<file path="config.mk">
export PLATFORM = sky130hd
export DESIGN_NAME = inst_loader
export DESIGN_NICKNAME = d
export VERILOG_FILES = /design/src/rtl/inst_loader.sv
export SDC_FILE = /design/constraint.sdc
export NUM_CORES = 1
export LEC_CHECK = 0
export CAP_MARGIN = 10
export CORE_ASPECT_RATIO = 0.8
export CORE_MARGIN = 5
export CORE_UTILIZATION = 49
export DETAILED_ROUTE_END_ITERATION = 10
export GPL_ROUTABILITY_DRIVEN = 0
export PLACE_DENSITY = 0.73
export RECOVER_POWER = 100
export SETUP_SLACK_MARGIN = 0.2
export SYNTH_ARGS = -nofsm -noshare
export SYNTH_HDL_FRONTEND = slang
export SYNTH_SLANG_ARGS = --single-unit
</file>
<file path="constraint.sdc">
create_clock -name i_clk -period 3.2 [get_ports i_clk]
set_clock_uncertainty 0.15 [all_clocks]
set_input_delay 0.32 -clock i_clk [delete_from_list [all_inputs] [get_ports i_clk]]
set_output_delay 0.32 -clock i_clk [all_outputs]
set_load 0.02 [all_outputs]
</file>
<file path="src/rtl/inst_loader.sv">
// Assembles big-endian UART bytes into instruction words and streams them into the
// pipeline's instruction memory until a HALT word or capacity is reached.
module inst_loader #(
  parameter int                   INST_SZ     = 32,
  parameter int                   BYTE_SZ     = 8,
  parameter int                   MEM_DEPTH   = 256,
  parameter int                   CNT_SZ      = 9,
  parameter logic [INST_SZ-1:0]   HALT_INST   = 32'hFFFF_FFFF,
  parameter int                   TIMEOUT_CYC = 100000,
  parameter int                   TIMER_SZ    = 17
) (
  input  logic               i_clk,
  input  logic               i_reset,
  input  logic               i_load_req,
  input  logic [BYTE_SZ-1:0] i_rx_data,
  input  logic               i_rx_done,
  output logic [INST_SZ-1:0] o_instruction,
  output logic               o_write,
  output logic [CNT_SZ-1:0]  o_inst_count,
  output logic               o_loading,
  output logic               o_load_done,
  output logic               o_timeout
);

  localparam logic [1:0] ST_IDLE    = 2'd0;
  localparam logic [1:0] ST_RECEIVE = 2'd1;
  localparam logic [1:0] ST_DONE    = 2'd2;

  // Only the three most recent bytes need to be held; the fourth comes straight off the bus.
  localparam int SHIFT_W = INST_SZ - BYTE_SZ;

  localparam logic [TIMER_SZ-1:0] TIMER_LAST = TIMER_SZ'(TIMEOUT_CYC - 1);
  localparam logic [CNT_SZ-1:0]   CNT_FULL   = CNT_SZ'(MEM_DEPTH);

  logic [1:0]         state_q, state_d;
  logic [1:0]         byte_cnt_q, byte_cnt_d;
  logic [SHIFT_W-1:0] shift_q, shift_d;
  logic [TIMER_SZ-1:0] timer_q, timer_d;
  logic [CNT_SZ-1:0]  inst_count_q, inst_count_d;
  logic [INST_SZ-1:0] instruction_q, instruction_d;
  logic               write_q, write_d;
  logic               loading_q, loading_d;
  logic               load_done_q, load_done_d;
  logic               timeout_q, timeout_d;
  logic [INST_SZ-1:0] word;

  always_comb begin
    state_d       = state_q;
    byte_cnt_d    = byte_cnt_q;
    shift_d       = shift_q;
    timer_d       = timer_q;
    inst_count_d  = inst_count_q;
    instruction_d = instruction_q;
    write_d       = 1'b0;
    timeout_d     = 1'b0;
    word          = {shift_q, i_rx_data};

    case (state_q)
      ST_IDLE, ST_DONE: begin
        if (i_load_req) begin
          state_d      = ST_RECEIVE;
          byte_cnt_d   = 2'd0;
          shift_d      = '0;
          timer_d      = '0;
          inst_count_d = '0;
        end
      end
      ST_RECEIVE: begin
        if (i_rx_done) begin
          shift_d = {shift_q[SHIFT_W-BYTE_SZ-1:0], i_rx_data};
          timer_d = '0;
          if (byte_cnt_q == 2'd3) begin
            instruction_d = word;
            write_d       = 1'b1;
            inst_count_d  = inst_count_q + 1'b1;
            byte_cnt_d    = 2'd0;
            if ((word == HALT_INST) || (inst_count_d == CNT_FULL)) begin
              state_d = ST_DONE;
            end
          end else begin
            byte_cnt_d = byte_cnt_q + 2'd1;
          end
        end else if (byte_cnt_q != 2'd0) begin
          // A stalled partial word is thrown away; completed words are untouched.
          if (timer_q == TIMER_LAST) begin
            byte_cnt_d = 2'd0;
            shift_d    = '0;
            timer_d    = '0;
            timeout_d  = 1'b1;
          end else begin
            timer_d = timer_q + 1'b1;
          end
        end
      end
      default: state_d = ST_IDLE;
    endcase

    loading_d   = (state_d == ST_RECEIVE);
    load_done_d = (state_d == ST_DONE);
  end

  always_ff @(posedge i_clk or posedge i_reset) begin
    if (i_reset) begin
      state_q       <= ST_IDLE;
      byte_cnt_q    <= 2'd0;
      shift_q       <= '0;
      timer_q       <= '0;
      inst_count_q  <= '0;
      instruction_q <= '0;
      write_q       <= 1'b0;
      loading_q     <= 1'b0;
      load_done_q   <= 1'b0;
      timeout_q     <= 1'b0;
    end else begin
      state_q       <= state_d;
      byte_cnt_q    <= byte_cnt_d;
      shift_q       <= shift_d;
      timer_q       <= timer_d;
      inst_count_q  <= inst_count_d;
      instruction_q <= instruction_d;
      write_q       <= write_d;
      loading_q     <= loading_d;
      load_done_q   <= load_done_d;
      timeout_q     <= timeout_d;
    end
  end

  assign o_instruction = instruction_q;
  assign o_write       = write_q;
  assign o_inst_count  = inst_count_q;
  assign o_loading     = loading_q;
  assign o_load_done   = load_done_q;
  assign o_timeout     = timeout_q;

endmodule

</file>
==> qor.yml, run 1 <==
outcome: "complete, but fails checks"
violations: "max-capacitance violations, max-slew violations"
via_per_inst: 5.47
setup_viol: 0
syn_area_um2: 3970
routed_wl_mm: 8.76
register_area_um2: 2250
worstSetupStartpoint: "timer_q[0]"
grt_first_pass_wirelength_mm: 15.1
die_y_um: 90.5
cts_setup_buffers: 0
clock_latency_ns: 0.35
layout_min_cycle_time_ns: 2.44
synthesis.nets: 420
vias: 3116
area_growth_syn_to_layout_pct: 21.8
finalWorstSetupSlack_ns: 0.757
multi_input_area_um2: 1600
layout.cells.non_filler: 570
start_util_pct: 50.2
drt_iter0_drc: 169
synth_ff_type: "dfrtp_1"
slew_headroom_pct: -23.9
irDropWorstVdd_v: 0.000439
htreeDepth: 3
yosysMostFrequentCell: "nand2_1"
die-area_um2: 10000
synth_area_leaders: "dfrtp_1 (57%), nand2_1 (12%), a22o_1 (5.7%)"
nNetsFinal: 474
synth-seq-cells: 90
dr.pass1.iters: 4
core_area_um2: 7910
synth_area_per_cell_um2: 9.85
worst_pin_slew_ns: 1.85
routed.top_layer: "met4"
grt_use_total_pct: 18.3
cts_tree: "done"
synth.distinct_cells: 48
timing.fmax_mhz: 409
dr_wl_met2_mm: 4.20
path_clk_slew_ns: 0.08
crit_path_start_kind: "flop"
synth-edff-count: 0
n_fill_cell: 708
worstPathRequired_ns: 3.29
place_ws_ns: 0.698
cts_buffers: 9
path_class: "flop to flop"
hold_class: "flop to flop"
post_cts_resized: 0
synthTopCellsByCount: "nand2_1 (124), dfrtp_1 (90), o21ai_0 (27)"
dp_hpwl_mm: 6.07
synth_cells: 403
rsz0062_at_grt: "false"
grt_max_degree: 51
dp_cells: 554
drive_gt1_share_pct: 7.14
drc: 0
critPathArrivalTime_ns: 2.53
maxCapViolations: 1
crit_path_end_kind: "flop"
synth_top_area_cell: "dfrtp_1"
hold_viol_final: 0
antenna_left: 0
min_from: "o_instruction[21]"
antenna_found_initial: 0
grt_pass1_vias: 3148
tns_ns: 0
synth_top_area_share_pct: 56.7
cellPowerDensity_nw_per_um2: 770
rr_startpoint: "timer_q[0]"
p_leak_nw: 2.30
grt-ovfl-total: 0
wl_met1_mm: 4.08
cts_root_buf: "clkbuf_8"
io_buffers: 56
rows: 29
ios: 57
cts_hold_buf: 0
slew_violations: 41
finalPower_mw: 3.72
worstPathMaxFanout: 25
synthArstFlopShare_pct: 100
fin_crit_sh_pct: 76.3
wl_met3_um: 422
yosysWarnings: 0
cts.sinks: 90
antennaDiodeCount: 0
die_x_um: 111
wire_per_inst_um: 15.4
cts_max_path_buffers: 2
ys_seq_area_share_pct: 56.7
-- registers in the layout, indices dropped and copies added, names as in the netlist --
name and flops:
o_write 1, byte_cnt_q 2, shift_q 24, state_q 2, o_instruction 32, o_inst_count 9
o_loading 1, o_load_done 1, timer_q 17, o_timeout 1
-- cell families after synthesis --
family / share of synthesized area (%)
xor+xnor: 1.32
mux: 0.284
compound gates: 13.1
simple gates: 24.3
buf+inv: 2.62
flops: 56.7
fa+ha+maj: 1.58
-- where the power goes --
part	switching, mW	leakage, nW	internal [mW]
sequential	0.226	1.15	1.44
clock	0.399	0.109	0.462
combinational	0.694	1.04	0.500
-- per-stage QoR --
stage	util [%]	hold slack, ns	area [µm²]
finish	61.1	0.328	4840
global route	61.1	0.351	4840
CTS	61.4	0.245	4850
detailed placement	58.5	0.311	4630
global placement	58.5	0.309	4630
floorplan	-	0.242	3970
-- routing by layer --
| metal | GRT usage, % | up-vias |
|---|---|---|
| met1 | 24.4 | 1527 |
| met2 | 28.9 | 68 |
| met5 | 0 | - |
| met3 | 5.83 | 6 |
| met4 | 5.23 | 0 |
| li1 | - | 1515 |
-- critical path, cell delays in order, from the launching register on --
cell and delay, ns:
dfrtp_1 0.41, ha_1 0.23, nand4_1 0.18, nand4b_1 0.41
nand2_1 0.36, nand2_4 0.23, a22oi_1 0.26, o22ai_1 0.10
-- worst paths after layout --
kind                            slack (ns)  cells after the start           endpoint
worst max-delay path                  0.76                      7        timer_q[10]
worst min-delay path                  0.33                      2  o_instruction[21]
worst max register to register        0.76                      7        timer_q[10]
worst min register to register        0.33                      2  o_instruction[21]
max in group asynchronous             1.25                      3        shift_q[11]
min in group asynchronous             0.73                      2        o_load_done
-- cells in the final DEF (no fill, tap or decap), types with 4 or more instances in the layout --
master,instances
nor3_1,4
xor2_1,4
o21ai_0,28
a22o_1,26
nand4_1,15
clkdlybuf4s50_1,10
inv_1,5
nand3_1,14
a21oi_1,8
ha_1,5
and3_1,9
dfrtp_1,90
clkbuf_8,10
nand2_1,125
nor2_1,14
dlygate4sd3_1,46
-- area by class of cell --
cell class / count / area share [%]
clock buffer: 10 / 2.85
tap: 108 / 2.79
sequential: 90 / 46.6
timing repair buffer: 60 / 12.5
multi-input combinational: 290 / 33.0
clock inverter: 6 / 1.84
inverter: 6 / 0.492
Note: power is estimated with default switching activity, not from simulation.
==> run 2: changes to the inputs <==
==> constraint.sdc (replaced) <==
create_clock -name i_clk -period 2.3 [get_ports i_clk]
set_clock_uncertainty 0.15 [all_clocks]
set_input_delay 0.23 -clock i_clk [delete_from_list [all_inputs] [get_ports i_clk]]
set_output_delay 0.23 -clock i_clk [all_outputs]
set_load 0.02 [all_outputs]
==> run 2 against run 1 <==
Net effect: the flow now finishes without violations; clock power increased by 24%; largest power group unchanged; critical path depth shrank 1; first-iteration DRC count shrank 43%; critical endpoint is now o_loading; die area unchanged; power grew 37%.
==> qor.yml, run 2 (synthesized netlist as in run 1, its figures left out) <==
hold_class: "flop to flop"
grt_first_pass_wirelength_mm: 15.4  # +1.5%
io_buffers: 56  # unchanged
cts_tree: "done"
dp_cells: 564  # +1.8%
grt-ovfl-total: 0  # unchanged
antennaDiodeCount: 0  # unchanged
worst_path_largest_cell_delay_ns: 0.46  # +0.05 ns
cellPowerDensity_nw_per_um2: 1040  # +35%
vias: 3185  # +2.2%
cts.sinks: 90  # unchanged
hold_viol_final: 0  # unchanged
crit_path_end_kind: "flop"
worstPathMaxFanout: 9  # -64%
nNetsFinal: 486  # +2.5%
slew_violations: 0  # -100%
worst_pin_slew_ns: 1.15  # -0.695 ns
critPathArrivalTime_ns: 2.19  # -0.34 ns
largest_reg_flops: 32  # unchanged
irDropWorstVdd_v: 0.000649  # +48%
drive_gt1_share_pct: 10.1  # +3.0 points
die-area_um2: 10000  # unchanged
die_x_um: 111  # unchanged
wire_per_inst_um: 15.2  # -1.3%
tns_ns: 0  # unchanged
ios: 57  # unchanged
path_class: "flop to flop"
final_common_cell: "nand2_1"
clock_latency_ns: 0.35  # about the same
slowest_stage: "dfrtp_2"
path_clk_slew_ns: 0.09  # about the same
timing.fmax_mhz: 478  # +17%
fin_crit_sh_pct: 91.0  # +15 points
layout_min_cycle_time_ns: 2.09  # -0.350 ns
cts_buffers: 9  # unchanged
cts_max_path_buffers: 2  # unchanged
layout.cells.non_filler: 582  # +2.1%
die_y_um: 90.5  # unchanged
setup_viol: 0  # unchanged
path_cells: "ha_1 -> or2_2 -> a211oi_1 -> o221a_2 -> nand2_1 -> a21bo_2"
htreeDepth: 3  # unchanged
rows: 29  # unchanged
layout_common_cells: "nand2_1 (125), dfrtp_1 (89), dlygate4sd3_1 (46)"
cts_root_buf: "clkbuf_8"
grt_max_degree: 35  # -31%
antenna_found_initial: 0  # unchanged
via_per_inst: 5.47  # +0.11%
slew_headroom_pct: 22.7  # +47 points
rsz0062_at_grt: "false"
worstPathRequired_ns: 2.39  # -0.90 ns
core_area_um2: 7910  # unchanged
outcome: "complete, no violations"
p_leak_nw: 2.37  # +3.1%
antenna_left: 0  # unchanged
dp_hpwl_mm: 6.16  # +1.5%
area_growth_syn_to_layout_pct: 24.1
n_fill_cell: 695  # -1.8%
routed_wl_mm: 8.82  # +0.75%
start_util_pct: 50.2  # unchanged
drc: 0  # unchanged
maxCapViolations: 0  # -1
crit_path_start_kind: "flop"
grt_use_total_pct: 18.5  # +0.21 points
drt_iter0_drc: 97  # -43%
grt_pass1_vias: 3196  # +1.5%
dr.pass1.iters: 4  # unchanged
==> run 2: layout make-up <==
cell class / instances / area [µm²] / share of cell area (%)
well taps: 108 / 135 / 2.74
clock buffers: 10 / 128 / 2.59
inverters: 6 / 23.8 / 0.483
clock inverters: 6 / 65.1 / 1.32
multi-input cells: 290 / 1630 / 33.0
repair buffers: 72 / 696 / 14.1
flip-flops and latches: 90 / 2250 / 45.7
==> run 2: worst paths after layout <==
kind | from | endpoint | slack, ns | depth (start not counted)
max | o_inst_count[0] | o_loading | 0.21 | 6
min | o_instruction[29] | o_instruction[29] | 0.32 | 2
max reg2reg | o_inst_count[0] | o_loading | 0.21 | 6
min reg2reg | o_instruction[29] | o_instruction[29] | 0.32 | 2
max in group asynchronous | i_reset | o_inst_count[0] | 0.52 | 3
min in group asynchronous | i_reset | o_instruction[4] | 0.40 | 2
==> run 2: metrics by stage <==
stage / util [%] / hold slack [ns] / setup slack [ns] / power, mW / area [µm²]
6_report: 62.3 / 0.323 / 0.207 / 5.10 / 4930
5_1_grt: 62.3 / 0.329 / 0.108 / 5.43 / 4930
4_1_cts: 62.3 / 0.141 / 0.221 / 5.29 / 4920
3_5_place_dp: 59.8 / 0.311 / 0.168 / 4.19 / 4730
3_3_place_gp: 59.8 / 0.309 / 0.202 / 4.14 / 4730
2_1_floorplan: - / 0.152 / 0.202 / 3.30 / 3970
==> run 2: critical path, delay by kind of cell, from the launching register on <==
family,cells,cell delay [ns]
adders and majority gates,1,0.30
DFF,1,0.46
and+or+nand+nor,2,0.37
AOI/OAI and AO/OA,3,0.72
==> run 2: per-layer routing <==
metal / routed length [µm] / GRT usage, % / up-vias / part of all wire (%)
met2: 4190 / 28.8 / 79 / 47
met5: 0 / 0 / - / 0
li1: - / - / 1529 / -
met3: 458 / 5.43 / 12 / 5.2
met1: 4050 / 25.1 / 1565 / 46
met4: 128 / 5.74 / 0 / 1.5
==> run 2: what timing repair did <==
action / CTS / global route
setup endpoints to repair: 1 / 41
hold buffers: 0 / 0
hold endpoints to repair: 0 / 0
pin swaps: 0 / 1
resized for setup: 1 / 8
buffers inserted: 0 / 2
==> run 2: power breakdown <==
group | internal (mW) | total (mW) | switching (mW)
combinational | 0.725 | 1.71 | 0.987
sequential | 2.01 | 2.32 | 0.312
clock | 0.507 | 1.07 | 0.564
total | 3.24 | 5.10 | 1.86
